File: config.mk
export PLATFORM = sky130hd
export DESIGN_NAME = iter_shift_logic_unit_flat
export DESIGN_NICKNAME = d
export VERILOG_FILES = /design/src/rtl/iter_shift_logic_unit_if.sv /design/src/rtl/iter_shift_logic_unit.sv /design/src/flat_wrapper.sv
export SDC_FILE = /design/constraint.sdc
export NUM_CORES = 1
export LEC_CHECK = 0
export ABC_AREA = 0
export BUFFER_PORTS_ARGS = -buffer_cell sky130_fd_sc_hd__clkbuf_2
export CAP_MARGIN = 20
export CORE_MARGIN = 8
export CORE_UTILIZATION = 55
export CTS_CLUSTER_DIAMETER = 100
export DETAILED_ROUTE_END_ITERATION = 6
export PLACE_DENSITY = 0.78
export SYNTH_ARGS = -nofsm -noshare
export SYNTH_HDL_FRONTEND = slang
export SYNTH_SLANG_ARGS = --single-unit
export TNS_END_PERCENT = 10
File: constraint.sdc
create_clock -name clk -period 4.1 [get_ports clk]
set_clock_uncertainty 0.2 [all_clocks]
set_input_delay 0.41 -clock clk [delete_from_list [all_inputs] [get_ports clk]]
set_output_delay 0.41 -clock clk [all_outputs]
set_load 0.05 [all_outputs]
File: src/rtl/iter_shift_logic_unit_if.sv
// Request/result bundle for iter_shift_logic_unit: valid/ready request side, valid/ready result side, busy flag.
// slave = the unit; master = the producer/consumer driving it.
interface iter_shift_logic_unit_if #(
   parameter int WIDTH = 32
);
   localparam int SHAMT_W = $clog2(WIDTH);

   logic               in_valid;
   logic               in_ready;
   logic [2:0]         op;
   logic [WIDTH-1:0]   in1;
   logic [WIDTH-1:0]   in2;
   logic [SHAMT_W-1:0] shamt;
   logic               out_valid;
   logic               out_ready;
   logic [WIDTH-1:0]   out;
   logic               busy;

   modport slave (
      input  in_valid, op, in1, in2, shamt, out_ready,
      output in_ready, out_valid, out, busy
   );

   modport master (
      output in_valid, op, in1, in2, shamt, out_ready,
      input  in_ready, out_valid, out, busy
   );
endinterface

File: src/rtl/iter_shift_logic_unit.sv
// Logic ops in 1 cycle; shifts move <=STEP bits/cycle, L = max(1, ceil(shamt/STEP)); result held until out_ready.
// in_ready drops while shifting or while a result waits; ITER_SHIFT_ROTATE_EN enables op 111 = rotate-left.
module iter_shift_logic_unit #(
   parameter int WIDTH = 32,
   parameter int STEP  = 4
) (
   input logic                    clk,
   input logic                    rst,
   iter_shift_logic_unit_if.slave bus
);
   localparam int SHAMT_W = $clog2(WIDTH);
   localparam logic [SHAMT_W:0] STEP_AMT = (SHAMT_W+1)'(STEP);

   typedef enum logic [1:0] {IDLE, SHIFT, DONE} state_t;

   state_t             state_q, state_d;
   logic [WIDTH-1:0]   acc_q, acc_d;
   logic [SHAMT_W-1:0] rem_q, rem_d;
   logic [1:0]         kind_q, kind_d;

   logic               accept;
   logic               in_is_shift;
   logic               in_shift_state;
   logic [WIDTH-1:0]   src_val;
   logic [SHAMT_W-1:0] src_rem;
   logic [1:0]         src_kind;
   logic [SHAMT_W:0]   step_amt;
   logic [SHAMT_W-1:0] rem_left;
   logic [WIDTH-1:0]   shifted;
   logic [WIDTH-1:0]   logic_res;

   function automatic logic [WIDTH-1:0] shift_step(input logic [WIDTH-1:0] v,
                                                   input logic [SHAMT_W:0]  a,
                                                   input logic [1:0]        kind);
      logic [2*WIDTH-1:0] dbl;
      logic [WIDTH-1:0]   r;
      dbl = '0;
      r   = '0;
      case (kind)
         2'b00: r = v << a;
         2'b01: r = v >> a;
         2'b10: r = WIDTH'($signed(v) >>> a);
         default: begin
`ifdef ITER_SHIFT_ROTATE_EN
            dbl = {v, v} << a;
            r   = dbl[2*WIDTH-1:WIDTH];
`else
            r   = '0;
`endif
         end
      endcase
      return r;
   endfunction

   assign bus.in_ready  = ~rst & ((state_q == IDLE) | ((state_q == DONE) & bus.out_ready));
   assign bus.out_valid = (state_q == DONE);
   assign bus.busy      = (state_q != IDLE);
   assign bus.out       = acc_q;
   assign accept        = bus.in_valid & bus.in_ready;

`ifdef ITER_SHIFT_ROTATE_EN
   assign in_is_shift = bus.op[2];
`else
   assign in_is_shift = bus.op[2] & ~(bus.op[1] & bus.op[0]);
`endif

   // One shifter serves both the first step at accept and every later SHIFT step.
   assign in_shift_state = (state_q == SHIFT);
   assign src_val  = in_shift_state ? acc_q  : bus.in2;
   assign src_rem  = in_shift_state ? rem_q  : bus.shamt;
   assign src_kind = in_shift_state ? kind_q : bus.op[1:0];
   assign step_amt = ({1'b0, src_rem} > STEP_AMT) ? STEP_AMT : {1'b0, src_rem};
   assign rem_left = src_rem - step_amt[SHAMT_W-1:0];
   assign shifted  = shift_step(src_val, step_amt, src_kind);

   always_comb begin
      logic_res = '0;
      case (bus.op)
         3'b000:  logic_res = bus.in1 & bus.in2;
         3'b001:  logic_res = bus.in1 | bus.in2;
         3'b010:  logic_res = bus.in1 ^ bus.in2;
         3'b011:  logic_res = ~(bus.in1 | bus.in2);
         default: logic_res = '0;
      endcase
   end

   always_comb begin
      state_d = state_q;
      acc_d   = acc_q;
      rem_d   = rem_q;
      kind_d  = kind_q;
      case (state_q)
         IDLE, DONE: begin
            if (accept) begin
               kind_d = bus.op[1:0];
               if (in_is_shift) begin
                  acc_d   = shifted;
                  rem_d   = rem_left;
                  state_d = (rem_left == '0) ? DONE : SHIFT;
               end else begin
                  acc_d   = logic_res;
                  rem_d   = '0;
                  state_d = DONE;
               end
            end else if ((state_q == DONE) && bus.out_ready) begin
               state_d = IDLE;
            end
         end
         SHIFT: begin
            acc_d = shifted;
            rem_d = rem_left;
            if (rem_left == '0) state_d = DONE;
         end
         default: state_d = IDLE;
      endcase
   end

   always_ff @(posedge clk or posedge rst) begin
      if (rst) begin
         state_q <= IDLE;
         acc_q   <= '0;
         rem_q   <= '0;
         kind_q  <= '0;
      end else begin
         state_q <= state_d;
         acc_q   <= acc_d;
         rem_q   <= rem_d;
         kind_q  <= kind_d;
      end
   end
endmodule

File: src/flat_wrapper.sv
// flat-port wrapper written by rule: the top's interface ports become plain ports
module iter_shift_logic_unit_flat 
#(
   parameter int WIDTH = 32,
   parameter int STEP  = 4
)
  (clk, rst, bus_in_valid, bus_op, bus_in1, bus_in2, bus_shamt, bus_out_ready, bus_in_ready, bus_out_valid, bus_out, bus_busy);
  iter_shift_logic_unit_if #(.WIDTH(WIDTH)) bus_i ();
  input logic clk;
  input logic rst;
  input wire logic [$bits(bus_i.in_valid)-1:0] bus_in_valid;
  input wire logic [$bits(bus_i.op)-1:0] bus_op;
  input wire logic [$bits(bus_i.in1)-1:0] bus_in1;
  input wire logic [$bits(bus_i.in2)-1:0] bus_in2;
  input wire logic [$bits(bus_i.shamt)-1:0] bus_shamt;
  input wire logic [$bits(bus_i.out_ready)-1:0] bus_out_ready;
  output wire logic [$bits(bus_i.in_ready)-1:0] bus_in_ready;
  output wire logic [$bits(bus_i.out_valid)-1:0] bus_out_valid;
  output wire logic [$bits(bus_i.out)-1:0] bus_out;
  output wire logic [$bits(bus_i.busy)-1:0] bus_busy;
  assign bus_i.in_valid = bus_in_valid;
  assign bus_i.op = bus_op;
  assign bus_i.in1 = bus_in1;
  assign bus_i.in2 = bus_in2;
  assign bus_i.shamt = bus_shamt;
  assign bus_i.out_ready = bus_out_ready;
  assign bus_in_ready = bus_i.in_ready;
  assign bus_out_valid = bus_i.out_valid;
  assign bus_out = bus_i.out;
  assign bus_busy = bus_i.busy;
  iter_shift_logic_unit #(.WIDTH(WIDTH), .STEP(STEP)) u_core (.clk(clk), .rst(rst), .bus(bus_i));
endmodule
==> summary.md, run 1 <==
| Metric | Value |
|---|---|
| TritonCTS Buffers | 5 |
| Largest family of logic cells by synthesized area | compound AO/OA/AOI/OAI gates |
| Post-route cell area | 8060 sq um |
| DP Wirelength | 20,900 microns |
| Failing checks | DRC |
| TritonRoute pass-1 iters | 7 |
| Leakage | 3.67 nW |
| Max cap viols | 0 |
| Syn_nets | 1,121 |
| Syn Std Cell Area | 7240 sq um |
| Initial antenna violation count | 0 |
| Die Footprint | 17,100 sq um |
| Vias | 8,264 |
| Worst Setup SP | u_core.state_q[1] |
| Post-CTS Hold Fix Bufs | 0 |
| CP cell instances | nand2b_2 -> buf_4 -> mux2i_1 -> mux2i_1 -> a32oi_1 -> o31ai_1 -> o31ai_1 -> a21oi_1 |
| Final Net Count | 1,196 |
| Arrival time worst endpoint | 3.63 ns |
| Synth Instances | 980 |
| Synth Area in Simple Gates | 17.3% |
| F_max | 273 MHz |
| Combinational share of power | 63.7% |
| First-pass GRT wire length | 42,300 microns |
| Row count | 42 |
| RSZ-0062 raised after global routing | no |
| Final Cycle Share | 89.5% |
| Reg-to-Reg Start | u_core.state_q[1] |
| Clk pwr share | 14.6% |
| Switch Pwr | 1.84 mW |
| Share of layout cells above drive strength 1 | 19.7% |
| Number of port buffers | 110 |
| Post-CTS resize count | 0 |
| Die Span X | 131 microns |
| Area share of the largest cell type after synthesis | 14.2% |
| Worst EP required | 4.06 ns |
| Internal power | 1.48 mW |
| Synth top cells by count | nand2_1 (86), o21ai_0 (86), a21oi_1 (82) |
| Placed cell area | 7880 sq um |
| Clk sinks | 41 |
| Synth Area in Compound Gates | 29.6% |
| Worst hold path class | input port to asynchronous set/reset pin |
| Total grt overflow | 0 |
| Setup Crit Path Kind | flip-flop to flip-flop |
| CP max FO | 21 |
| Largest net degree at the start of global routing | 64 |
| Worst-path clk slew | 0.06 ns |
| Top post-synthesis cells by area | dfrtp_1 (14%), ha_1 (11%), mux2i_1 (10%) |
| Placement-stage worst setup slack | 0.567 ns |
| Sequential share of power | 21.7% |
| CORE AREA | 13,000 sq um |
| Status | complete, but fails checks |
| Adder-cell share of the synthesized area | 11.2% |
| Top cell family by delay on the critical path | compound AO/OA/AOI/OAI gates |
| Clk root buf | clkbuf_16 |
| Die H | 131 microns |
| CP endpoint kind | flip-flop |
| CP startpoint kind | flip-flop |
| Antenna fix cells | 0 |
| Slew Limit Fails | 0 |
| VDD IR max | 0.234 mV |
| Post-DRT Antenna Nets | 0 |
| Count of final setup violators | 0 |
| Vias per inst | 6.71 |
| FF+latch count, synth | 41 |
| Critical path's slowest cell | mux2i_1 |
| DRT Wirelength | 27,600 microns |
| Post-Synth XOR/XNOR Area | 4.11% |
| Area growth from synthesis to layout | 11.3% |
| Unique cell type count in the Yosys netlist | 77 |
| Overall power | 3.32 mW |
| Synth async-reset ratio | 100% |
| Worst skew pair latency | 0.30 ns |
| Post-synthesis mux area share | 14.0% |
| Main synth FF type | dfrtp_1 |
| Routed wire per std cell | 22.4 microns |
| Crit-path max cell delay | 0.72 ns |
| Fin worst setup slack | 0.432 ns |
| I/O pin cnt | 111 |
| Power density cells | 412 nW/um^2 |
| Post-synthesis sequential area ratio | 14.2% |
| Final Wtd Congestion | 1.07 |
| Synthesized area per cell | 7.39 sq um |
| Area leader, netlist | dfrtp_1 |
| YS warnings | 0 |
| Setup TNS | 0 ns |
| H-tree Lvls | 2 |
| Clock Tree Buf Depth | 2 |
| Slew Limit Headroom | 39.1% |
| Post-route DRC | 3 |
| Postcts setup bufs | 0 |
| Final hold viol count | 0 |
| Starting Density | 55.5% |
| Final Critical Period | 3.67 ns |
| Hold WS | 0.108 ns |
| Buf/Inv on CP | 1 |
| Switching part of the total | 55.4% |
| EDFF count, synth | 0 |
| Initial DRC Count | 1,182 |
| Gr usage total | 31.8% |
| CTS tree | done |
| Vias in the first global route | 7,550 |
| Pin slew with the least headroom to its limit | 0.913 ns |
==> final timing paths <==
kind                                       to  cells past startpoint  slack [ns]
max in group asynchronous  u_core.bus.out[19]                      3        2.74
min in group clk            u_core.state_q[1]                      3        0.27
setup reg to reg           u_core.bus.out[20]                      8        0.43
hold / removal             u_core.bus.out[13]                      2        0.11
hold reg to reg            u_core.bus.out[31]                      2        0.35
setup / recovery           u_core.bus.out[20]                      8        0.43
==> sequential cells by signal (all words and copies together), names as in the netlist <==
register        count
u_core.state_q      2
u_core.kind_q       2
u_core.bus.out     32
u_core.rem_q        5
==> cells by family (layout without fill, tap and decap cells) <==
family | after synthesis | after routing
compound gates | 334 | 334
xor+xnor | 34 | 34
fa+ha+maj | 65 | 65
buf+inv | 149 | 225
flops | 41 | 41
mux | 93 | 93
other cells | 1 | 1
simple gates | 263 | 263
==> power groups by stage <==
stage | combinational (mW) | clock, mW | sequential, mW
floorplan | 1.06 | 0 | 1.12
detailed placement | 2.06 | 0 | 0.721
finish | 2.11 | 0.484 | 0.722
CTS | 2.07 | 0.483 | 0.714
global route | 2.23 | 0.499 | 0.739
global placement | 2.06 | 0 | 0.716
==> layout make-up <==
type	instances	area, sq um
sequential	41	1030
tap	176	220
clock buffer	7	143
clock inverter	1	30.0
inverter	68	255
multi-input combinational	790	5540
fill	1243	4980
timing repair buffer	149	846
==> metrics by stage <==
step                      utilization, %  cells
after floorplan                        -    980
after global placement              60.5   1224
after detailed placement            60.5   1224
after CTS                           61.8   1232
after global routing                61.8   1232
final                               61.8   1232
==> placed cells by master, fill, tap and decap left out, types with 4 or more instances in the layout <==
cell	n
a21oi_1	82
a32oi_1	7
a31oi_1	16
a211oi_1	13
clkbuf_2	109
a22o_1	4
ha_1	65
nand2_1	86
o2111ai_1	7
buf_4	40
o32ai_1	6
o221ai_1	10
nor3_1	17
o21ai_1	22
o31ai_1	7
dfrtp_1	41
a31o_2	4
mux2i_1	71
o211ai_1	15
mux4_2	4
nand3_1	54
clkbuf_16	5
inv_1	68
mux2i_2	5
nand2b_1	5
o22ai_1	9
o22a_1	5
nor2_1	68
mux2_2	12
xnor2_1	32
o21ai_0	86
o311ai_1	5
==> routing by layer <==
layer	vias to the layer above	wire length, microns	GRT usage (%)
met5	-	0	0
met4	0	999	12.0
met3	106	3480	5.80
met2	613	12100	49.4
met1	3820	11000	42.9
li1	3725	-	-
(Power assumes the default switching activity.)
==> run 2: changes to the inputs <==
Settings changed: ABC_AREA 0 to not set, CORE_MARGIN 8 to 5, CTS_BUF_LIST set to sky130_fd_sc_hd__clkbuf_4 sky130_fd_sc_hd__clkbuf_8.
==> run 2 against run 1 <==
The flow still finishes with violations (DRC). Core utilization fell by 0.16 points. Flip-flop and latch count did not move. Sequential power barely moved. Final cell count rose by 0.24%. Routed wire length fell by 0.10%. Non-clock buffer count rose by 3. Combinational power barely moved. Global-route usage rose by 1.7 points. Maximum frequency rose by 8.5%. First-iteration DRC count rose by 4.8%. Register-to-register slack improved by 0.29 ns. Worst setup slack improved by 0.29 ns. Highest routed layer unchanged.
==> summary.md, run 2 (same netlist as run 1, synthesis figures left out) <==
| Metric | Value |
|---|---|
| Row count | 42 (unchanged) |
| Clock Tree Buf Depth | 2 (unchanged) |
| Setup TNS | 0 ns (unchanged) |
| CTS tree | done (unchanged) |
| Power density cells | 406 nW/um^2 (was 412 nW/um^2) |
| Max reg flops | 32 (unchanged) |
| DP Wirelength | 20,300 microns (was 20,900 microns) |
| Total grt overflow | 0 (unchanged) |
| DRT Wirelength | 27,600 microns (about the same) |
| Gr usage total | 33.5% (was 31.8%) |
| RSZ-0062 raised after global routing | no (unchanged) |
| Initial antenna violation count | 0 (unchanged) |
| CP max FO | 25 (was 21) |
| TritonCTS Buffers | 5 (unchanged) |
| Worst hold path class | input port to flip-flop (was input port to asynchronous set/reset pin) |
| Placed cells | 1,226 (was 1,224) |
| Worst skew pair latency | 0.32 ns (was 0.30 ns) |
| Arrival time worst endpoint | 3.37 ns (was 3.63 ns) |
| Overall power | 3.27 mW (was 3.32 mW) |
| Count of final setup violators | 0 (unchanged) |
| Worst-path clk slew | 0.09 ns (was 0.06 ns) |
| VDD IR max | 0.183 mV (was 0.234 mV) |
| # fillers | 1,214 (was 1,243) |
| Vias | 8,291 (was 8,264) |
| Routed wire per std cell | 22.3 microns (was 22.4 microns) |
| I/O pin cnt | 111 (unchanged) |
| First-pass GRT wire length | 42,400 microns (was 42,300 microns) |
| Area growth from synthesis to layout | 11.5% (was 11.3%) |
| Post-route DRC | 5 (was 3) |
| Hold WS | 0.232 ns (was 0.108 ns) |
| Initial DRC Count | 1,239 (was 1,182) |
| Starting Density | 55.3% (was 55.5%) |
| Worst EP required | 4.09 ns (was 4.06 ns) |
| Final Net Count | 1,199 (was 1,196) |
| F_max | 296 MHz (was 273 MHz) |
| Commonest non-fill, non-tap cell in the layout | clkbuf_2 (unchanged) |
| Leakage | 3.68 nW (was 3.67 nW) |
| Commonest cells after routing, fill and taps aside | clkbuf_2 (109), o21ai_0 (86), nand2_1 (86) (unchanged) |
| Die Footprint | 15,600 sq um (was 17,100 sq um) |
| CP endpoint kind | flip-flop (unchanged) |
| Final Wtd Congestion | 1.05 (was 1.07) |
| Share of layout cells above drive strength 1 | 19.9% (was 19.7%) |
| Die Span X | 125 microns (was 131 microns) |
| Clk root buf | clkbuf_8 (was clkbuf_16) |
| Status | complete, but fails checks (unchanged) |
| Max cap viols | 0 (unchanged) |
| Antenna fix cells | 0 (unchanged) |
| Slew Limit Headroom | 40.8% (was 39.1%) |
| Final Cycle Share | 82.5% (was 89.5%) |
| CP startpoint kind | flip-flop (unchanged) |
| H-tree Lvls | 2 (unchanged) |
| Post-DRT Antenna Nets | 0 (unchanged) |
| Final Critical Period | 3.38 ns (was 3.67 ns) |
| Number of port buffers | 110 (unchanged) |
| CORE AREA | 13,100 sq um (was 13,000 sq um) |
| Post-CTS resize count | 0 (unchanged) |
| Failing checks | DRC (unchanged) |
| Final Non-Filler Cells | 1,235 (was 1,232) |
| Clk sinks | 41 (unchanged) |
| Die H | 125 microns (was 131 microns) |
| Vias per inst | 6.71 (about the same) |
| Final hold viol count | 0 (unchanged) |
| Setup Crit Path Kind | flip-flop to flip-flop (unchanged) |
| Pin slew with the least headroom to its limit | 0.863 ns (was 0.913 ns) |
| Slew Limit Fails | 0 (unchanged) |
| Vias in the first global route | 7,688 (was 7,550) |
| TritonRoute pass-1 iters | 7 (unchanged) |
| Largest net degree at the start of global routing | 52 (was 64) |
[run 2: what timing repair did]
action,CTS,global route
endpoints found under the hold margin,9,0
setup endpoints to repair,0,0
buffers inserted,0,0
hold buffers,1,0
[run 2: path summary, 6_finish.rpt]
check                                       start            endpoint  slack, ns  cells after the start
worst max-delay path            u_core.state_q[1]  u_core.bus.out[25]       0.72                      8
worst max register to register  u_core.state_q[1]  u_core.bus.out[25]       0.72                      8
min in group asynchronous                     rst    u_core.kind_q[0]       0.46                      3
worst min register to register    u_core.rem_q[3]     u_core.rem_q[3]       0.32                      2
max in group asynchronous                     rst  u_core.bus.out[31]       2.38                      4
worst min-delay path                bus_out_ready   u_core.state_q[1]       0.23                      3
[run 2: area by class of cell]
cell class	count	area, sq um	area share [%]
clock inverter	3	65.1	0.806
timing repair buffer	152	896	11.1
sequential	41	1030	12.7
clock buffer	5	68.8	0.853
multi-input combinational	790	5540	68.6
inverter	68	255	3.16
tap	176	220	2.73
[run 2: power by group]
part	internal, mW	switching (mW)
Clock	0.242	0.173
Combinational	0.628	1.50
Sequential	0.552	0.173
[run 2: per-stage QoR]
stage / area [sq um] / util [%] / setup WS, ns
after detailed placement: 7920 / 60.6 / 0.829
after global routing: 8070 / 61.7 / 0.498
after floorplan: 7240 / - / 1.03
after CTS: 8070 / 61.7 / 0.814
final: 8070 / 61.7 / 0.719
after global placement: 7920 / 60.6 / 0.886
[run 2: worst max-delay path, cell delays in order (launching register included)]
cell and delay [ns]:
dfrtp_1 0.55, nand2b_2 0.40, buf_12 0.25, mux2i_1 0.66, o21ai_0 0.25, nand3_1 0.18
o21ai_1 0.08, a211oi_1 0.51, o31ai_1 0.14
[run 2: routing by layer]
layer / global-route usage, % / vias up / share of wire, %
met5: 0 / - / 0
met4: 15.8 / 0 / 5.9
met3: 9.69 / 167 / 12
met2: 50.6 / 614 / 42
met1: 44.0 / 3775 / 40
li1: - / 3735 / -
